$ cat src/rtl/bam_mult_arbiter.sv
// Round-robin front end sharing one broken-array approximate 8x8
// multiplier between NREQ requesters, with a registered result port.
//
// Ports:
//   clk, rst            clock, asynchronous active-high reset
//   req_valid[NREQ]     per-requester request
//   req_a/req_b         packed operands, requester i at [8i+7:8i]
//   req_ready[NREQ]     one-hot grant (combinational on req_valid)
//   res_valid/res_ready result handshake
//   res_p, res_id       approximate product and owning requester
//   busy                operation in flight or result waiting
//   op_count            saturating count of result handshakes

module bam_mult_core #(
   parameter int HBL = 2,
   parameter int VBL = 6
) (
   input  logic [7:0]  a,
   input  logic [7:0]  b,
   output logic [15:0] p
);

   // Rows below HBL and partial-product bits below column VBL
   // are left out of the array entirely; nothing compensates.
   always_comb begin
      p = '0;
      for (int i = HBL; i < 8; i++) begin
         for (int j = 0; j < 8; j++) begin
            if (i + j >= VBL) begin
               p = p + (16'(a[i] & b[j]) << (i + j));
            end
         end
      end
   end

endmodule

module bam_mult_arbiter #(
   parameter int NREQ = 4,
   parameter int IDW  = 2,
   parameter int CNTW = 16
) (
   input  logic              clk,
   input  logic              rst,
   input  logic [NREQ-1:0]   req_valid,
   input  logic [8*NREQ-1:0] req_a,
   input  logic [8*NREQ-1:0] req_b,
   output logic [NREQ-1:0]   req_ready,
   output logic              res_valid,
   input  logic              res_ready,
   output logic [15:0]       res_p,
   output logic [IDW-1:0]    res_id,
   output logic              busy,
   output logic [CNTW-1:0]   op_count
);

   typedef enum logic [1:0] {
      IDLE,
      CALC,
      OUT
   } state_t;

   state_t         state;
   state_t         state_n;
   logic [7:0]     op_a;
   logic [7:0]     op_b;
   logic [IDW-1:0] id_reg;
   logic [IDW-1:0] last;
   logic [IDW-1:0] winner;
   logic [IDW-1:0] idx;
   logic           found;
   logic           accept_ok;
   logic           accept;
   logic [15:0]    core_p;

   bam_mult_core u_core (
      .a (op_a),
      .b (op_b),
      .p (core_p)
   );

   // Scan starts just after the previous winner and wraps.
   always_comb begin
      found  = 1'b0;
      winner = '0;
      idx    = '0;
      for (int k = 1; k <= NREQ; k++) begin
         idx = IDW'((int'(last) + k) % NREQ);
         if (!found && req_valid[idx]) begin
            found  = 1'b1;
            winner = idx;
         end
      end
   end

   always_comb begin
      state_n   = state;
      accept_ok = 1'b0;
      unique case (state)
         IDLE: begin
            accept_ok = 1'b1;
            if (found) state_n = CALC;
         end
         CALC: state_n = OUT;
         OUT: begin
            if (res_ready) begin
               accept_ok = 1'b1;
               state_n   = found ? CALC : IDLE;
            end
         end
         default: state_n = IDLE;
      endcase
   end

   assign accept    = accept_ok & found;
   assign req_ready = accept ? (NREQ'(1) << winner) : '0;
   assign res_valid = (state == OUT);
   assign busy      = (state != IDLE);

   always_ff @(posedge clk or posedge rst) begin
      if (rst) begin
         state    <= IDLE;
         op_a     <= '0;
         op_b     <= '0;
         id_reg   <= '0;
         last     <= IDW'(NREQ - 1);
         res_p    <= '0;
         res_id   <= '0;
         op_count <= '0;
      end else begin
         state <= state_n;
         if (accept) begin
            op_a   <= req_a[int'(winner) * 8 +: 8];
            op_b   <= req_b[int'(winner) * 8 +: 8];
            id_reg <= winner;
            last   <= winner;
         end
         if (state == CALC) begin
            res_p  <= core_p;
            res_id <= id_reg;
         end
         if (res_valid && res_ready && (op_count != '1)) begin
            op_count <= op_count + 1'b1;
         end
      end
   end

endmodule

$ cat config.mk
export PLATFORM = sky130hd
export DESIGN_NAME = bam_mult_arbiter
export DESIGN_NICKNAME = d
export VERILOG_FILES = /design/src/rtl/bam_mult_arbiter.sv
export SDC_FILE = /design/constraint.sdc
export NUM_CORES = 1
export LEC_CHECK = 0
export ABC_AREA = 1
export BUFFER_PORTS_ARGS = -buffer_cell sky130_fd_sc_hd__buf_2
export CORE_ASPECT_RATIO = 1.75
export CORE_MARGIN = 5
export CORE_UTILIZATION = 45
export CTS_CLUSTER_SIZE = 14
export DETAILED_ROUTE_END_ITERATION = 16
export GPL_TIMING_DRIVEN = 0
export PLACE_DENSITY = 0.77
export SYNTH_ARGS = -nofsm -noshare
export SYNTH_HDL_FRONTEND = slang
export SYNTH_HIERARCHICAL = 1
export SYNTH_SLANG_ARGS = --single-unit
$ cat constraint.sdc
create_clock -name clk -period 6.9 [get_ports clk]
set_input_delay 0.345 -clock clk [delete_from_list [all_inputs] [get_ports clk]]
set_output_delay 0.345 -clock clk [all_outputs]
set_load 0.01 [all_outputs]
==> out/summary.md <==
111 I/O pins were placed. The floorplan die height works out to 138.6 um. Startpoint type of the worst setup path: a register.

The worst reg2reg path depth came out at 17. The final layout contains routed wiring with a total length of 9717 um. Clock-pin slew was measured on the worst setup and hold paths at 70 ps. By startpoint and endpoint, the worst setup path is classified as register to register.

The number of levels the H-tree was split into is 2. The transition time at the pin with the least slew margin was 554.9 ps; the number of buffers and inverters on the critical path was 4. The average cell area after synthesis came out at 7.472 sq um. In this run, the number of DRC markers left after iteration 0 of detailed routing was 108. After layout, the worst setup slack is 3031 ps. The tools report the buffer cell driving the clock tree root as sky130_fd_sc_hd__clkbuf_16. Layout cell share with drive strength beyond 1: 25.07%. The leakage component of the power is 3.091 nW, and the number of buffers added by the clock tree synthesis step is 5.

Setup violations remaining at the end of the flow were counted as 0. For the count of endpoints failing hold in the final timing report, the log shows 0. The via count of the first global-routing pass was 3881; the time the worst path needs with I/O delays and setup was 3869 ps. Traced cell by cell, the critical path runs through clkbuf_1 > nand2_1 > inv_1 > fa_1 > fa_1 > inv_1 > fa_1 > inv_1 > ha_1 > fa_1 > nand2_1 > nand2_1 > nand3b_1 > nand2_1 > nand2_1 > nand2_1 > mux2_2. The setup check on the worst reg-to-reg path leaves a slack of 3030 ps.

Global routing used 17.31% of the available tracks. Global routing finished with a remaining overflow of 0. The routed length per instance is 12.03 um.

The number of gates resized after CTS was 0. The tools report the number of placement rows as 47. The die area was 11570 sq um; the area overhead of the layout relative to synthesis was 20.13%.

The arrival time at the worst endpoint was 4050 ps; the largest net degree at the start of global routing was 46. The tools report the capturing instance or port of the critical path as res_p[14]$_DFFE_PP0N_. STA classifies the critical path endpoint as a register. Once layout is complete, the utilization of the core stands at 54.62%. The repair_antennas step left the layout with diodes totalling 0.

Measured along the x axis, the die boundary spans 83.48 um. The first detailed-routing pass took 4 iterations. The HPWL after detailed placement is 8046 um. At the worst endpoint, the required time is 7080 ps. The cell repeated most along the worst path was sky130_fd_sc_hd__nand2_1. The startpoint identified for the worst hold timing path is res_ready. OpenSTA, run right after detailed placement, puts the worst setup slack at 3054 ps.

The detail-routed via count per cell came out at 4.730. The start point of the critical path was op_a[6]$_DFFE_PP0P_. Setup repair after global routing left no endpoint under its margin.

In this run the remaining antenna-violating nets after routing total 0. Worst IR drop on VDD: 0.0004080 V. The final cell area excluding filler cells is 5107 sq um. The core area came out at 9350 sq um.

Broken down by cell family, the worst path's largest delay share belongs to adder cells. For this design the ratio of total power to cell area is 516.0 nW/um^2. In this run the worst path has a maximum fanout of 8. Summing every instance area after synthesis gives 4252 sq um. The run gives 16890 um as the first-pass GRT wire length.

The flow ran to the end, and the final reports show no timing, DRC or antenna violations. For this configuration, the core starts out at a cell density of 45.47%. The critical path crosses 17 cells after its start point.

The logs give 63.01% for the relative slew slack and 6 for the Yosys warning count. The tool flagged a number of max-cap violations equal to 0. TritonCTS built the clock tree. The tools report the area after detailed placement as 4954 sq um.

The synthesized instance count is 569, and the highest cell delay on the worst timing path is 540 ps. Setup total negative slack on the finished layout was measured at 0 ps. Among all stages on the critical path, the largest delay is contributed by sky130_fd_sc_hd__fa_1.

The final worst-path cycle share was 56.07%. The buffer count from post-CTS setup fixing was 0. The tools report the number of clock sinks as 54. Across the routed clock network, the largest skew measured is 7.373 ps.

For this run, the top clock speed supported by timing is 0.2585 GHz. The largest registers in the layout are op_count x16, res_p x16, op_b x8. At the end of routability-driven placement, the weighted congestion stood at 0.8542. The final net count is 794.

The number of buffer cells added on primary ports came out at 102. The via count of the routed design was 3822; the initial antenna violation count was 0. The run gives 0 as the number of pins with negative max-slew slack in the final report. After layout, the design draws a total of 2.636 mW. The capturing point of the worst reg2reg path is res_p[14]$_DFFE_PP0N_. The startpoint identified for the worst register-to-register timing path is op_a[6]$_DFFE_PP0P_.

The clock passes through at most 2 buffers. The type of the tightest min-delay check is primary input to register. The later pin in the worst-skew pair is clocked with a latency of 290 ps. The number of remaining DRC errors is 0.
## cell usage in the layout (no fill, tap or decap), types with 2 or more instances in the layout
cell type	count
sky130_fd_sc_hd__buf_6	4
sky130_fd_sc_hd__o21ai_0	5
sky130_fd_sc_hd__inv_1	69
sky130_fd_sc_hd__buf_2	108
sky130_fd_sc_hd__nand2_2	7
sky130_fd_sc_hd__a21oi_4	2
sky130_fd_sc_hd__nor2_2	2
sky130_fd_sc_hd__clkbuf_16	5
sky130_fd_sc_hd__xor2_1	12
sky130_fd_sc_hd__fa_1	22
sky130_fd_sc_hd__buf_4	10
sky130_fd_sc_hd__ha_1	16
sky130_fd_sc_hd__mux2_2	16
sky130_fd_sc_hd__dfstp_2	2
sky130_fd_sc_hd__a21oi_1	4
sky130_fd_sc_hd__o21ai_1	4
sky130_fd_sc_hd__conb_1	6
sky130_fd_sc_hd__nand3b_1	2
sky130_fd_sc_hd__xnor2_1	5
sky130_fd_sc_hd__clkinv_2	2
sky130_fd_sc_hd__nor3_1	6
sky130_fd_sc_hd__nor2_1	15
sky130_fd_sc_hd__nand2_1	245
sky130_fd_sc_hd__clkbuf_1	5
sky130_fd_sc_hd__dfrtp_1	52
sky130_fd_sc_hd__nand3_1	42
sky130_fd_sc_hd__inv_2	6
## power breakdown
| part | internal (mW) | switching, mW | leakage, nW | total (mW) |
|---|---|---|---|---|
| clock network | 0.135 | 0.110 | 0.0740 | 0.245 |
| registers | 0.450 | 0.104 | 0.678 | 0.555 |
| logic | 0.738 | 1.10 | 2.34 | 1.84 |
## worst min-delay path by stage
stage | end | slack, ps | depth (start not counted)
floorplan | op_a[6]$_DFFE_PP0P_ | 450 | 2
global placement | op_a[6]$_DFFE_PP0P_ | 460 | 2
detailed placement | op_count[12]$_DFFE_PP0P_ | 280 | 2
CTS | state[1]$_DFFE_PP0P_ | 250 | 2
global route | state[1]$_DFFE_PP0P_ | 260 | 2
finish | state[1]$_DFFE_PP0P_ | 260 | 2
## routing by layer
metal  track usage [%]  share of wire [%]
met3             2.556                3.9
met2             34.18                 56
met5                 0                  0
met4             6.525                2.3
met1             17.95                 38
## stage by stage
stage	hold slack, ps	instances
CTS	250.6	808
finish	256.6	808
global placement	463.4	798
global route	256.9	808
detailed placement	284.3	799
floorplan	447.0	574
## what timing repair did
item / 4_1_cts / 5_1_grt
endpoints found under the setup margin: 0 / 0
endpoints found under the hold margin: 9 / 0
hold buffers: 1 / 0
## worst reg2reg max path: stages (launching register included)
cell and delay, ps:
sky130_fd_sc_hd__dfrtp_1 350, sky130_fd_sc_hd__clkbuf_1 320, sky130_fd_sc_hd__nand2_1 90, sky130_fd_sc_hd__inv_1 80
sky130_fd_sc_hd__fa_1 440, sky130_fd_sc_hd__fa_1 540, sky130_fd_sc_hd__inv_1 50, sky130_fd_sc_hd__fa_1 520
sky130_fd_sc_hd__inv_1 40, sky130_fd_sc_hd__ha_1 220, sky130_fd_sc_hd__fa_1 410, sky130_fd_sc_hd__nand2_1 90
sky130_fd_sc_hd__nand2_1 60, sky130_fd_sc_hd__nand3b_1 120, sky130_fd_sc_hd__nand2_1 70, sky130_fd_sc_hd__nand2_1 60
sky130_fd_sc_hd__nand2_1 40, sky130_fd_sc_hd__mux2_2 250
## area by class of cell
class	count	area [sq um]
flip-flops and latches	54	1354
clock inverters	3	18.77
fillers	883	4243
multi-input cells	420	2466
repair buffers	104	540.5
clock buffers	5	125.1
inverters	75	281.5
well taps	122	152.6
plain buffers	25	168.9
Power figures use the tool's default switching activity.
